## config.mk

```make
export PLATFORM = sky130hd
export DESIGN_NAME = rr_arbiter_ctrl
export DESIGN_NICKNAME = d
export VERILOG_FILES = /design/src/rtl/rr_arbiter_ctrl.sv
export SDC_FILE = /design/constraint.sdc
export NUM_CORES = 1
export LEC_CHECK = 0
export ABC_CLOCK_PERIOD_IN_PS = 5180
export CAP_MARGIN = 10
export CELL_PAD_IN_SITES_DETAIL_PLACEMENT = 1
export CELL_PAD_IN_SITES_GLOBAL_PLACEMENT = 2
export CORE_MARGIN = 5
export CORE_UTILIZATION = 34
export DETAILED_ROUTE_END_ITERATION = 7
export PLACE_DENSITY = 0.78
export SETUP_SLACK_MARGIN = 0.05
export SYNTH_ARGS = -nofsm -noshare
export SYNTH_HDL_FRONTEND = slang
export SYNTH_SLANG_ARGS = --single-unit
export TNS_END_PERCENT = 50
```

## constraint.sdc

```tcl
create_clock -name clk_i -period 5.18 [get_ports clk_i]
set_input_delay 0.777 -clock clk_i [delete_from_list [all_inputs] [get_ports clk_i]]
set_output_delay 0.777 -clock clk_i [all_outputs]
set_load 0.02 [all_outputs]
```

## src/rtl/rr_arbiter_ctrl.sv

```systemverilog
// ---------------------------------------------------------------------------
// rr_arbiter_ctrl
//   Registered round-robin arbiter. One shared resource, WIDTH requesters.
//   The search for a winner starts just after the last winner. A winner keeps
//   its grant while it keeps requesting, up to MAX_HOLD cycles per tenure
//   (MAX_HOLD=0 means no limit). A released tenure is re-arbitrated on the
//   same edge, so there is no idle bubble between back-to-back grants.
//
// Ports
//   clk_i          rising-edge clock
//   rst_n_i        asynchronous active-low reset
//   en_i           1 = new grants may be issued (never cuts a live tenure)
//   req_i          request vector, bit i = requester i
//   grant_o        one-hot grant (registered)
//   grant_idx_o    binary index of the granted requester (registered)
//   grant_valid_o  1 while grant_o is nonzero (registered)
// ---------------------------------------------------------------------------

// Per-requester cell: the requester's position in the rotated search order.
// Rank 0 is the requester just after ptr; ptr itself ranks last.
module rr_arb_lane #(
  parameter int WIDTH = 4,
  parameter int IDX_W = 2,
  parameter int LANE  = 0
) (
  input  logic [IDX_W-1:0] ptr_i,
  input  logic             req_i,
  output logic             cand_o,
  output logic [IDX_W-1:0] rank_o
);
  int r;

  always_comb begin
    r      = (LANE + WIDTH - 1 - int'(ptr_i)) % WIDTH;
    rank_o = IDX_W'(r);
    cand_o = req_i;
  end
endmodule

module rr_arbiter_ctrl #(
  parameter int WIDTH    = 4,
  parameter int MAX_HOLD = 8,
  localparam int IDX_W   = (WIDTH > 1) ? $clog2(WIDTH) : 1
) (
  input  logic             clk_i,
  input  logic             rst_n_i,
  input  logic             en_i,
  input  logic [WIDTH-1:0] req_i,
  output logic [WIDTH-1:0] grant_o,
  output logic [IDX_W-1:0] grant_idx_o,
  output logic             grant_valid_o
);
  // Unlimited hold uses a wide saturating counter; otherwise the counter only
  // needs to reach MAX_HOLD-1.
  localparam int HOLD_W = (MAX_HOLD == 0) ? 8 :
                          ((MAX_HOLD > 1) ? $clog2(MAX_HOLD) : 1);

  typedef enum logic [0:0] {IDLE, GRANT} state_t;

  typedef struct packed {
    logic             found;
    logic [IDX_W-1:0] idx;
  } win_t;

  state_t                        state_q;
  logic [WIDTH-1:0]              grant_q;
  logic [IDX_W-1:0]              grant_idx_q;
  logic                          grant_valid_q;
  logic [IDX_W-1:0]              ptr_q;
  logic [HOLD_W-1:0]             hold_cnt_q;

  logic [WIDTH-1:0]              cand;
  logic [WIDTH-1:0][IDX_W-1:0]   rank;
  logic [IDX_W-1:0]              best_rank;
  win_t                          win_d;
  logic [WIDTH-1:0]              win_oh_d;
  logic                          hold_limit;
  logic                          release_d;

  // ---- winner search ----
  for (genvar g = 0; g < WIDTH; g++) begin : g_lane
    rr_arb_lane #(
      .WIDTH (WIDTH),
      .IDX_W (IDX_W),
      .LANE  (g)
    ) u_lane (
      .ptr_i  (ptr_q),
      .req_i  (req_i[g]),
      .cand_o (cand[g]),
      .rank_o (rank[g])
    );
  end

  // Lowest rank among requesting lanes wins.
  always_comb begin
    win_d     = '0;
    best_rank = '1;
    for (int i = 0; i < WIDTH; i++) begin
      if (cand[i] && (!win_d.found || rank[i] < best_rank)) begin
        win_d.found = 1'b1;
        win_d.idx   = IDX_W'(i);
        best_rank   = rank[i];
      end
    end
    win_oh_d = {{(WIDTH-1){1'b0}}, 1'b1} << win_d.idx;
  end

  // ---- tenure release ----
  // hold_cnt_q counts completed cycles of this tenure, so the last allowed
  // cycle is the one where it reads MAX_HOLD-1.
  always_comb begin
    hold_limit = (MAX_HOLD != 0) && (hold_cnt_q == HOLD_W'(MAX_HOLD - 1));
    release_d  = !req_i[grant_idx_q] || hold_limit;
  end

  // ---- control FSM with registered outputs ----
  always_ff @(posedge clk_i or negedge rst_n_i) begin
    if (!rst_n_i) begin
      state_q       <= IDLE;
      grant_q       <= '0;
      grant_idx_q   <= '0;
      grant_valid_q <= 1'b0;
      ptr_q         <= IDX_W'(WIDTH - 1);
      hold_cnt_q    <= '0;
    end else begin
      case (state_q)
        IDLE: begin
          if (en_i && win_d.found) begin
            state_q       <= GRANT;
            grant_q       <= win_oh_d;
            grant_idx_q   <= win_d.idx;
            grant_valid_q <= 1'b1;
            ptr_q         <= win_d.idx;
            hold_cnt_q    <= '0;
          end else begin
            grant_q       <= '0;
            grant_idx_q   <= '0;
            grant_valid_q <= 1'b0;
          end
        end
        GRANT: begin
          if (!release_d) begin
            if (hold_cnt_q != '1) hold_cnt_q <= hold_cnt_q + 1'b1;
          end else if (en_i && win_d.found) begin
            // ptr_q equals the releasing winner here, so the search naturally
            // comes back to it only if nobody else is requesting.
            grant_q       <= win_oh_d;
            grant_idx_q   <= win_d.idx;
            grant_valid_q <= 1'b1;
            ptr_q         <= win_d.idx;
            hold_cnt_q    <= '0;
          end else begin
            state_q       <= IDLE;
            grant_q       <= '0;
            grant_idx_q   <= '0;
            grant_valid_q <= 1'b0;
            hold_cnt_q    <= '0;
          end
        end
        default: begin
          state_q       <= IDLE;
          grant_q       <= '0;
          grant_idx_q   <= '0;
          grant_valid_q <= 1'b0;
          hold_cnt_q    <= '0;
        end
      endcase
    end
  end

  assign grant_o       = grant_q;
  assign grant_idx_o   = grant_idx_q;
  assign grant_valid_o = grant_valid_q;

endmodule

```

==> flow_summary.toml <==
[run_status]
outcome = "complete, no violations"

[placed_design]
placed_area_sq_um = 902
dpl.hpwl_mm = 1.38
gp_congestion = 0.770
place_inst = 109
io_buffers = 13

[clocking]
cts_tree = "done"
post-cts-setup-buffer-count = 0
ctsResizeCount = 0
worstSkewPairLatency_ps = 280
cts_root_buf = "clkbuf_4"
cts_buffer_depth = 2
htreeDepth = 1
hold_buffers = 0
cts.sinks = 13
cts_buffers = 3
path_clk_slew_ps = 80

[flow_run]
maxCapViolCount = 0

[routing]
drc = 0
firstDrtPassIters = 4
vias_per_cell = 5.42
drt_iter0_drc = 4
ant_nets = 0
wl_mm = 1.84
route.vias.total = 612
wl_per_cell_microns = 16.3

[yosys]
synth.top_cell.area_share_pct = 36.9
seq_area_frac_synth_pct = 44.0
synth_top_cell_by_area = "dfrtp_1"
syn-num-nets = 81
ys_ff_latch = 13
yosys-top-cells-area = "dfrtp_1 37%, dfstp_2 7.0%, ha_1 6.7%"
ys_warn_count = 0
syn_avg_cell_area_sq_um = 10.7
synth.distinct_cells = 26
syn_inst = 70
synth_area_sq_um = 746

[global_routing]
grt_use_total_pct = 12.7
grt_overflow = 0
grt_pass1_vias = 688
grt_pass1_wl_mm = 3.18
grt_max_degree = 14
antenna_found_initial = 0

[layout]
diodes = 0
syn2layout_area_growth_pct = 24.5
nNetsFinal = 97
fillCellCount = 235
drive_gt1_share_pct = 16.5
fin_cells = 113
final_design_area_no_fill_sq_um = 928

[setup_path]
rrSetupSlack_ps = 2160
critPathKind = "input pin to register"
cp-start-kind = "input pin"
cp_data_arrival_time_ps = 3860
reg2reg_depth = 12
cp_max_fo = 8
required_ps = 5360
end_kind = "register"
reg2reg_to = "grant_o[0]"
r2r_start = "ptr_q[0]"

[sta]
setup_tns_ps = 0
slew_violations = 0
hold_violations = 0
finalSetupViolCount = 0
slew_headroom_pct = 58.8
period_share_pct = 71.2
worstMarginPinSlew_ps = 617
fmax_mhz = 271
fin_skew_ps = 3.01
rsz0062_at_grt = "no"
period_needed_ps = 3690

[floorplan]
initial_utilization_pct = 34.7
io_pins = 14
die_area_sq_um = 3230
die_y_microns = 56.8
row_count = 17
core-area_sq_um = 2150
fp.dieW_microns = 56.8

[min_path]
hold_depth = 2
min_to = "grant_valid_o"
hold_path.startpoint = "grant_valid_o"
holdCritPathClass = "register to register"

[pwr]
ir_worst_vdd_mv = 0.244
p_leak_nw = 0.394
powerDensity_nw_per_um2 = 593
## cells in the final DEF, fill, tap and decap left out, drive strengths merged, types with 3 or more instances in the layout
cell type / n
a22o: 5
o21ai: 6
nor2: 5
dfrtp: 11
ha: 4
mux2: 4
nand2b: 3
clkdlybuf4s50: 13
clkbuf: 4
nand2: 6
## worst max-delay path, cell delays in order
cell and delay, ps:
clkdlybuf4s50_1 550, a21o_1 240, a22o_1 240, ha_1 310
o22ai_1 80, o21a_1 240, nor2_1 100, a21oi_1 50
ha_1 200, or3b_2 460, a31oi_1 230, nor3_1 110
a32o_1 270
## per-stage QoR
| stage | util, % | power [mW] | hold WS (ps) | setup slack [ps] |
|---|---|---|---|---|
| after global routing | 43.2 | 0.600 | 534 | 1270 |
| after CTS | 43.2 | 0.557 | 501 | 1480 |
| after detailed placement | 42.0 | 0.489 | 474 | 1190 |
| after floorplan | - | 0.383 | 470 | 1920 |
| final | 43.2 | 0.551 | 489 | 1490 |
| after global placement | 42.0 | 0.475 | 464 | 1260 |
## registers in the layout, indices dropped and copies added (netlist names)
| signal | count |
|---|---|
| state_q | 1 |
| grant_o | 4 |
| grant_valid_o | 1 |
| grant_idx_o | 2 |
| hold_cnt_q | 3 |
| ptr_q | 2 |
## cell families after synthesis
| family | Yosys count | share of synthesized area, % |
|---|---|---|
| flops | 13 | 44.0 |
| buf+inv | 2 | 1.17 |
| compound gates | 23 | 24.0 |
| xor+xnor | 1 | 1.17 |
| simple gates | 23 | 16.9 |
| mux | 4 | 6.04 |
| fa+ha+maj | 4 | 6.71 |
## Yosys cell counts, drive strengths merged
cell / n
dfrtp: 11
clkbuf: 1
xnor2: 1
ha: 4
nand2b: 3
a22o: 5
a32o: 2
dfstp: 2
nor3: 2
nor2b: 1
buf: 1
and3b: 1
o22ai: 1
nand2: 6
nor3b: 2
or3b: 2
mux2: 4
o41ai: 2
nor2: 5
or2: 1
a21o: 1
o21a: 2
o211ai: 1
a21oi: 2
o21ai: 6
a31oi: 1
## report_power, final
part / total [mW] / switching, mW / internal, mW
sequential: 0.182 / 0.0354 / 0.147
combinational: 0.302 / 0.161 / 0.142
clock: 0.0662 / 0.0362 / 0.0299
total: 0.551 / 0.232 / 0.318
## how the worst max path moves through the flow
stage | endpoint | cells after the start | slack (ps) | start
floorplan | grant_o[0] | 13 | 1920 | req_i[1]
global placement | grant_o[0] | 13 | 1260 | req_i[1]
detailed placement | grant_o[0] | 13 | 1190 | req_i[1]
CTS | grant_o[0] | 13 | 1480 | req_i[1]
global route | grant_o[0] | 13 | 1270 | req_i[1]
finish | grant_o[0] | 13 | 1490 | req_i[1]
## layer usage
layer / wire (microns) / track usage, % / part of all wire (%) / vias to the layer above
met5: 0 / 0 / 0 / -
met4: 40 / 4.97 / 2.2 / 0
met3: 85 / 3.91 / 4.6 / 5
met2: 810 / 20.3 / 44 / 14
met1: 901 / 15.9 / 49 / 299
li1: - / - / - / 294
## layout make-up
type / instances / area, sq um / share of cell area [%]
clock buffer: 4 / 26.3 / 2.83
multi-input combinational: 55 / 409 / 44.1
sequential: 13 / 328 / 35.3
tap: 28 / 35.0 / 3.77
timing repair buffer: 13 / 130 / 14.0
No activity file was read; power rests on OpenSTA's default activity.
